**src/rtl/inst_fetch_queue.sv**
```systemverilog
// inst_fetch_queue: word-addressed instruction memory feeding a small in-order fetch queue with redirect.
module inst_fetch_queue #(
  parameter int DATA_W = 16,
  parameter int ADDR_W = 16,
  parameter int DEPTH = 256,
  parameter int QDEPTH = 4,
  parameter logic [ADDR_W-1:0] RESET_PC = '0
) (
  input  logic              clk,
  input  logic              rst,
  input  logic              prog_we,
  input  logic [ADDR_W-1:0] prog_addr,
  input  logic [DATA_W-1:0] prog_data,
  input  logic              redirect,
  input  logic [ADDR_W-1:0] redirect_pc,
  input  logic              inst_ready,
  output logic              inst_valid,
  output logic [DATA_W-1:0] inst_out,
  output logic [ADDR_W-1:0] inst_pc,
  output logic              inst_err
);
  localparam int MW = DEPTH > 1 ? $clog2(DEPTH) : 1;
  localparam int QW = $clog2(QDEPTH);
  localparam int unsigned DEPTH_U = DEPTH;
  localparam int unsigned QDEPTH_U = QDEPTH;
  logic [DATA_W-1:0] mem [DEPTH];
  logic [DATA_W-1:0] q_data [QDEPTH];
  logic [ADDR_W-1:0] q_pc [QDEPTH];
  logic [QDEPTH-1:0] q_err;
  logic [QW-1:0] wr_ptr, rd_ptr;
  logic [QW:0] count;
  logic rd_pending, rd_err;
  logic [DATA_W-1:0] rd_data;
  logic [ADDR_W-1:0] rd_pc, fetch_pc;
  logic fetch_ok, prog_ok, issue, pop;
  logic unused;
  assign unused = &{1'b0, prog_addr[0], redirect_pc[0]};
  assign fetch_ok = 32'(fetch_pc[ADDR_W-1:1]) < DEPTH_U;
  assign prog_ok = 32'(prog_addr[ADDR_W-1:1]) < DEPTH_U;
  // pops in the same cycle are deliberately not credited, keeping issue off the consumer path
  assign issue = 32'(count) + 32'(rd_pending) < QDEPTH_U;
  assign pop = inst_valid && inst_ready;
  assign inst_valid = count != '0;
  assign inst_out = inst_valid ? q_data[rd_ptr] : '0;
  assign inst_pc = inst_valid ? q_pc[rd_ptr] : '0;
  assign inst_err = inst_valid && q_err[rd_ptr];
  always_ff @(posedge clk) begin
    if (rst) begin
      count <= '0;
      rd_pending <= 1'b0;
      fetch_pc <= {RESET_PC[ADDR_W-1:1], 1'b0};
      wr_ptr <= '0;
      rd_ptr <= '0;
    end else if (redirect) begin
      count <= '0;
      rd_pending <= 1'b0;
      fetch_pc <= {redirect_pc[ADDR_W-1:1], 1'b0};
      wr_ptr <= '0;
      rd_ptr <= '0;
    end else begin
      rd_pending <= issue;
      if (issue) fetch_pc <= fetch_pc + ADDR_W'(2);
      if (rd_pending) wr_ptr <= wr_ptr + 1'b1;
      if (pop) rd_ptr <= rd_ptr + 1'b1;
      count <= count + (QW+1)'(rd_pending) - (QW+1)'(pop);
    end
  end
  always_ff @(posedge clk) begin
    if (issue) begin
      rd_data <= fetch_ok ? mem[fetch_pc[MW:1]] : '0;
      rd_pc <= fetch_pc;
      rd_err <= !fetch_ok;
    end
    if (rd_pending) begin
      q_data[wr_ptr] <= rd_data;
      q_pc[wr_ptr] <= rd_pc;
      q_err[wr_ptr] <= rd_err;
    end
    if (prog_we && prog_ok) mem[prog_addr[MW:1]] <= prog_data;
  end
endmodule

```
**config.mk**
```make
export PLATFORM = sky130hd
export DESIGN_NAME = inst_fetch_queue
export DESIGN_NICKNAME = d
export VERILOG_FILES = /design/src/rtl/inst_fetch_queue.sv
export SDC_FILE = /design/constraint.sdc
export NUM_CORES = 2
export LEC_CHECK = 0
export CORE_ASPECT_RATIO = 1.1
export CORE_UTILIZATION = 50
export CTS_CLUSTER_DIAMETER = 30
export CTS_CLUSTER_SIZE = 25
export DETAILED_ROUTE_END_ITERATION = 8
export GPL_ROUTABILITY_DRIVEN = 0
export PLACE_DENSITY = 0.64
export RECOVER_POWER = 25
export SLEW_MARGIN = 25
export SYNTH_ARGS = -nofsm -noshare
export SYNTH_HDL_FRONTEND = slang
export SYNTH_MEMORY_MAX_BITS = 65536
export SYNTH_SLANG_ARGS = --single-unit
```
**constraint.sdc**
```tcl
create_clock -name clk -period 7.8 [get_ports clk]
set_input_delay 0.78 -clock clk [delete_from_list [all_inputs] [get_ports clk]]
set_output_delay 0.78 -clock clk [all_outputs]
set_load 0.005 [all_outputs]
```
Word level (Yosys, flattened, before mapping)

Memories as Yosys holds them, arrays and structs flattened. A register that Yosys moved wholly into a read port is not among the register bits.
Index checks and enable logic that the tools add are counted.

Register bits: 45
Memories kept: 3
Output and inout port bits: 34
Input port bits: 53
Bits in writable memories: 4224
Word-level logic and storage cells: 50

Memories:

| name   | words | bits a word | rd ports | clocked after Yosys merged registers in | wr ports | RTL line | RTL |
|---|---|---|---|---|---|---|---|
| mem    | 256   | 16          | 1        | 1                                       | 1        | 26       | `logic [DATA_W-1:0] mem [DEPTH];` |
| q_data | 4     | 16          | 1        | 1                                       | 1        | 27       | `logic [DATA_W-1:0] q_data [QDEPTH];` |
| q_pc   | 4     | 16          | 1        | 1                                       | 1        | 28       | `logic [ADDR_W-1:0] q_pc [QDEPTH];` |

Order comparisons: 6
Add/sub/neg operators: 6
Reductions and logical operators: 9
Multiplexer cells: 17

Operator list:

| cell                                                                                | number |
|---|---|
| 16-bit two-way mux                                                                  | 4 |
| 15-bit by 9-bit less-than comparator with 1-bit output, second input constant       | 2 |
| 16-bit by 2-bit adder with 16-bit output, second input constant                     | 1 |
| 2-bit two-way mux                                                                   | 4 |
| 2-bit by 3-bit less-than comparator with 1-bit output, second input constant        | 2 |
| 1-bit two-way mux                                                                   | 6 |
| 2-bit by 1-bit adder with 2-bit output, second input constant                       | 2 |
| 3-bit by 1-bit adder with 4-bit output                                              | 1 |
| 4-bit bitwise mux                                                                   | 1 |
| 1-bit logical AND                                                                   | 4 |
| 4-bit by 3-bit less-than comparator with 1-bit output, second input constant        | 1 |
| 3-bit by 1-bit adder with 3-bit output                                              | 1 |
| 3-bit nonzero test                                                                  | 1 |
| 3-bit by 1-bit subtractor with 3-bit output                                         | 1 |
| 1-bit binary-select mux with 2-bit select                                           | 1 |
| 1-bit demux with 2-bit select                                                       | 1 |
| 2-bit by 1-bit greater-or-equal comparator with 1-bit output, second input constant | 1 |
| 1-bit zero test                                                                     | 2 |
| 2-bit nonzero test                                                                  | 1 |
| 2-bit OR reduction                                                                  | 1 |

Depth between registers and ports, before layout

Word-level depth: 5
Mapped depth: 13
Mapped depth without buffers: 8

Least setup slack after synthesis

Ideal clock, no wire load.

Kind: reg2reg
From: reg rd_pending
To: reg fetch_pc[12]
Clock period less this slack: 3.989 ns
Buffers on the path: 1
Slack: 3.811 ns
Library setup time: 0.091 ns
Stages on the path, launching flop included: 7
Arrival time: 3.899 ns
Data required time: 7.709 ns
Path through: dfxtp_1 clkbuf_1 nand4_1 o22ai_1 nand4_1 or3_1 a311oi_1

Longest elaborated chain between the ends: 3

RTL lines:

| what                                                  | RTL line | RTL |
|---|---|---|
| from (decl)                                           | 32       | `logic rd_pending, rd_err;` |
| from (signal assigned)                                | 61       | `rd_pending <= issue;` |
| 3-bit by 1-bit adder with 4-bit output                | 41       | `assign issue = 32'(count) + 32'(rd_pending) < QDEPTH_U;` |
| 4-bit by 3-bit less-than comparator with 1-bit output | 41       |  |
| via issue                                             | 35       | `logic fetch_ok, prog_ok, issue, pop;` |
| 2-bit nonzero test (no line)                          | -        |  |
| to (signal assigned)                                  | 51       | `fetch_pc <= {RESET_PC[ADDR_W-1:1], 1'b0};` |
| to (signal assigned)                                  | 57       | `fetch_pc <= {redirect_pc[ADDR_W-1:1], 1'b0};` |
| to (signal assigned)                                  | 62       | `if (issue) fetch_pc <= fetch_pc + ADDR_W'(2);` |
| to (decl)                                             | 34       | `logic [ADDR_W-1:0] rd_pc, fetch_pc;` |

The timed path passes the listed nets, and every way through them passes these cells.
A chain may end at the register's enable or synchronous reset.

Worst setup path in the final report

From: reg fetch_pc[5]
To: reg rd_data[8], read port of mem (data pin)

Longest elaborated chain between the ends: 2

RTL lines:

| what                                                   | RTL line | RTL |
|---|---|---|
| 15-bit by 9-bit less-than comparator with 1-bit output | 38       | `assign fetch_ok = 32'(fetch_pc[ADDR_W-1:1]) < DEPTH_U;` |
| 1-bit zero test (no line)                              | -        |  |
| to (decl)                                              | 33       | `logic [DATA_W-1:0] rd_data;` |

Parallel ways exist; a longest one is shown, timed or not.

==> summary.txt <==
Outcome -> finished, violations left
Failing checks -> capacitance limit, slew limit
Final ANT Viol Nets -> 0
Yosys reg bits -> 4281
Number of synthesized flops with an enable pin -> 4256
Total length of routed wires -> 425 mm
First-pass GRT wire length -> 601 mm
Finish-stage setup viols -> 0
Area Growth Syn to Fin -> 17.4%
Share of layout cells above drive strength 1 -> 28.1%
Clock Tree Buf Depth -> 4
Top-level I/O count -> 87
Via-per-instance ratio -> 6.30
Period utilisation layout -> 82.7%
Die extent in x -> 548 µm
Crit path max fanout -> 55
Cell count after placement -> 11800
I/O Buffers -> 83
Rows -> 220
Proportion of synthesized area in mux cells -> 15.2%
Setup bufs post-CTS -> 0
GRT Residual Overflow -> 0
Initial antenna violation count -> 36
Sequential area share after synthesis -> 78.3%
Post-Layout Inst Area -> 192000 µm²
Worst endpoint data arrival time -> 7.09 ns
YS warnings -> 0
Vias post-DR -> 81500
Setup crit start kind -> register
TritonCTS sink count -> 4281
Largest family of logic cells by synthesized area -> multiplexers
Tmin final -> 6.45 ns
Die ar. -> 330000 µm²
R2R setup slack -> 1.35 ns
Max cap viols -> 24
Initial core utilization -> 50.2%
WL per Instance -> 32.8 µm
Detailed Routing Iterations Pass 1 -> 6
Number of CTS-inserted buffers -> 623
Simple-gate area share of the yosys netlist -> 1.83%
# resized after CTS -> 0
Number of global-route vias before repair -> 81500
Synth Area in Compound Gates -> 3.16%
Slew @ Worst Pin -> 6.86 ns
Min-Delay Path Class -> input port to register
Worst EP required -> 8.44 ns
Post-route core utilization -> 58.9%
Final Max Slew Viols -> 1835
Cell taking the most area after synthesis -> edfxtp_1
Cell Area, Placed -> 172000 µm²
Met1 GRT Util -> 36.0%
Die Y -> 602 µm
Max Clock Skew -> 0.0524 ns
Post-synthesis cell type count -> 63
Relative slew slack -> -358%
Xor and xnor area share after synthesis -> 0.0856%
H-tree lvl count -> 6
GRT Max-Usage Layer -> met2
Power Dens Cells -> 292 nW/µm²
Syn Std Cell Area -> 164000 µm²
Crit. End Element -> register
Grt met2 use -> 40.1%
DR iter-0 viols -> 10300
Peak VDD IR -> 0.219 mV
Overall power -> 56.0 mW
Hold buffer count at CTS -> 0
DRC Markers -> 0
Syn nets -> 7506
Root Driver -> clkbuf_16
Proportion of synthesized flip-flops having asynchronous set or reset -> 0%
RSZ-0062 raised after global routing -> false
Hpwl dp -> 245 mm
Worst Hold Margin -> 0.436 ns
Leading register cell type out of synthesis -> edfxtp_1
Tot GR Track Use -> 25.7%
Core outline area -> 326000 µm²
Worst path cell trace -> inv_4 -> buf_12 -> nand3_1 -> o21ai_0 -> nor4_1 -> or3_1 -> o31ai_1
Cells after synthesis -> 7444
Setup TNS -> 0 ns
Met3 GRT Util -> 5.40%
Adder-Cell Fraction of Synth Area -> 0.0733%
Final cell count without fillers -> 12900
Synth top area cells -> edfxtp_1 (78%), mux4_2 (13%), mux2i_1 (2.1%), a22oi_1 (0.88%), nor2_1 (0.80%)
Max incr delay on CP -> 2.06 ns
Post-synth top area share -> 78.0%
Final hold violations -> 0
CTS tree -> built
Avg Synthesized Cell Area -> 22.0 µm²
CP max-delay cell -> dfxtp_1
Clk_lat worst skew -> 0.94 ns
Static Leak -> 60.0 nW
Maximum clock frequency -> 155 MHz
Largest net degree at the start of global routing -> 169
Pre-CTS setup slack -> 2.59 ns
Setup ws final -> 1.35 ns
Worst-path clk slew -> 0.05 ns
Fin nets -> 8164
Critical path class -> register to register
-- synth_stat cells, types with 10 or more instances --
master        n
edfxtp_1   4256
mux4_2      952
nor2_1      348
mux2i_1     342
clkbuf_1    204
a22oi_1     192
a21oi_1     104
o21ai_0     100
buf_4        87
buf_2        83
nand2_1      78
a221oi_1     75
nand3_1      62
and2_1       59
o22ai_1      58
o221ai_1     56
buf_1        52
a211oi_1     29
nor3_1       28
dfxtp_1      25
nand4_1      19
a2111oi_0    17
nor4_1       16
nor2b_1      15
a22o_1       14
inv_1        13
o211ai_1     13
o31ai_1      13
a221o_1      10
and3_1       10
-- logic make-up (layout without fill, tap and decap cells) --
group	count (synthesis)	in the layout
simple gates	664	664
compound gates	729	729
fa+ha+maj	9	9
other cells	1	8
mux	1303	1303
buf+inv	441	1593
flops	4281	4281
xor+xnor	16	16
-- placed cells by master (no fill, tap or decap), types with 16 or more instances in the layout --
cell type           n
inv_6              61
a211oi_1           29
clkinv_4           42
nor2_2             46
nand3_1            55
clkinvlp_4         64
clkbuf_1           76
bufinv_16          69
clkinv_1           90
nor2_1            284
clkbuf_16         642
o22ai_1            57
nor4_1             16
dfxtp_1            21
clkdlybuf4s50_1    66
and2_1             58
o221ai_1           56
mux2i_1           342
a22oi_1           192
nor3_1             27
a21oi_1           104
buf_12             26
edfxtp_1         4256
o21ai_0            99
buf_4             336
a221oi_1           75
nand4_1            19
clkinv_2           82
nand2_1            66
nor2_4             18
mux4_2            952
-- flip-flops by register name (all words and copies together), names as in the netlist, named ones only --
| register | flops |
|---|---|
| mem | 4096 |
| q_data | 64 |
| q_pc | 60 |
| rd_data | 16 |
| fetch_pc | 15 |
| rd_pc | 15 |
| q_err | 4 |
| count | 3 |
| rd_ptr | 2 |
| wr_ptr | 2 |
| rd_err | 1 |
| rd_pending | 1 |
-- layer usage --
layer	up-vias	wire length [µm]	part of all wire, %
li1	33100	-	-
met1	43300	164000	39
met2	4309	203000	48
met3	752	42100	9.9
met4	16	15600	3.7
met5	-	99	0.023
-- critical path, delay by kind of cell, from the launching register on --
kind / cells / cell delay (ns)
buf+inv: 2 / 1.27
compound gates: 2 / 0.46
flops: 1 / 2.06
simple gates: 3 / 2.20
-- final cells by class --
cell class | instances | area (µm²)
Clock buffer | 695 | 16300
Sequential cell | 4281 | 128000
Antenna cell | 7 | 17.5
Timing Repair Buffer | 459 | 3940
Multi-Input combinational cell | 2722 | 33800
Clock inverter | 424 | 4440
Inverter | 15 | 63.8
Fill cell | 22900 | 134000
Tap cell | 4329 | 5420
-- path summary, 6_finish.rpt --
| check | start | end | depth (start not counted) |
|---|---|---|---|
| max | fetch_pc[5] | rd_data[8] | 7 |
| min | redirect_pc[15] | fetch_pc[15] | 3 |
| max reg2reg | fetch_pc[5] | rd_data[8] | 7 |
| min reg2reg | rd_pc[7] | q_pc[2][7] | 0 |
-- where the power goes --
part,internal (mW),switching [mW]
Combinational,1.10,1.85
Sequential,25.4,0.0922
Clock,17.4,10.2
No activity file was read; power rests on OpenSTA's default activity.
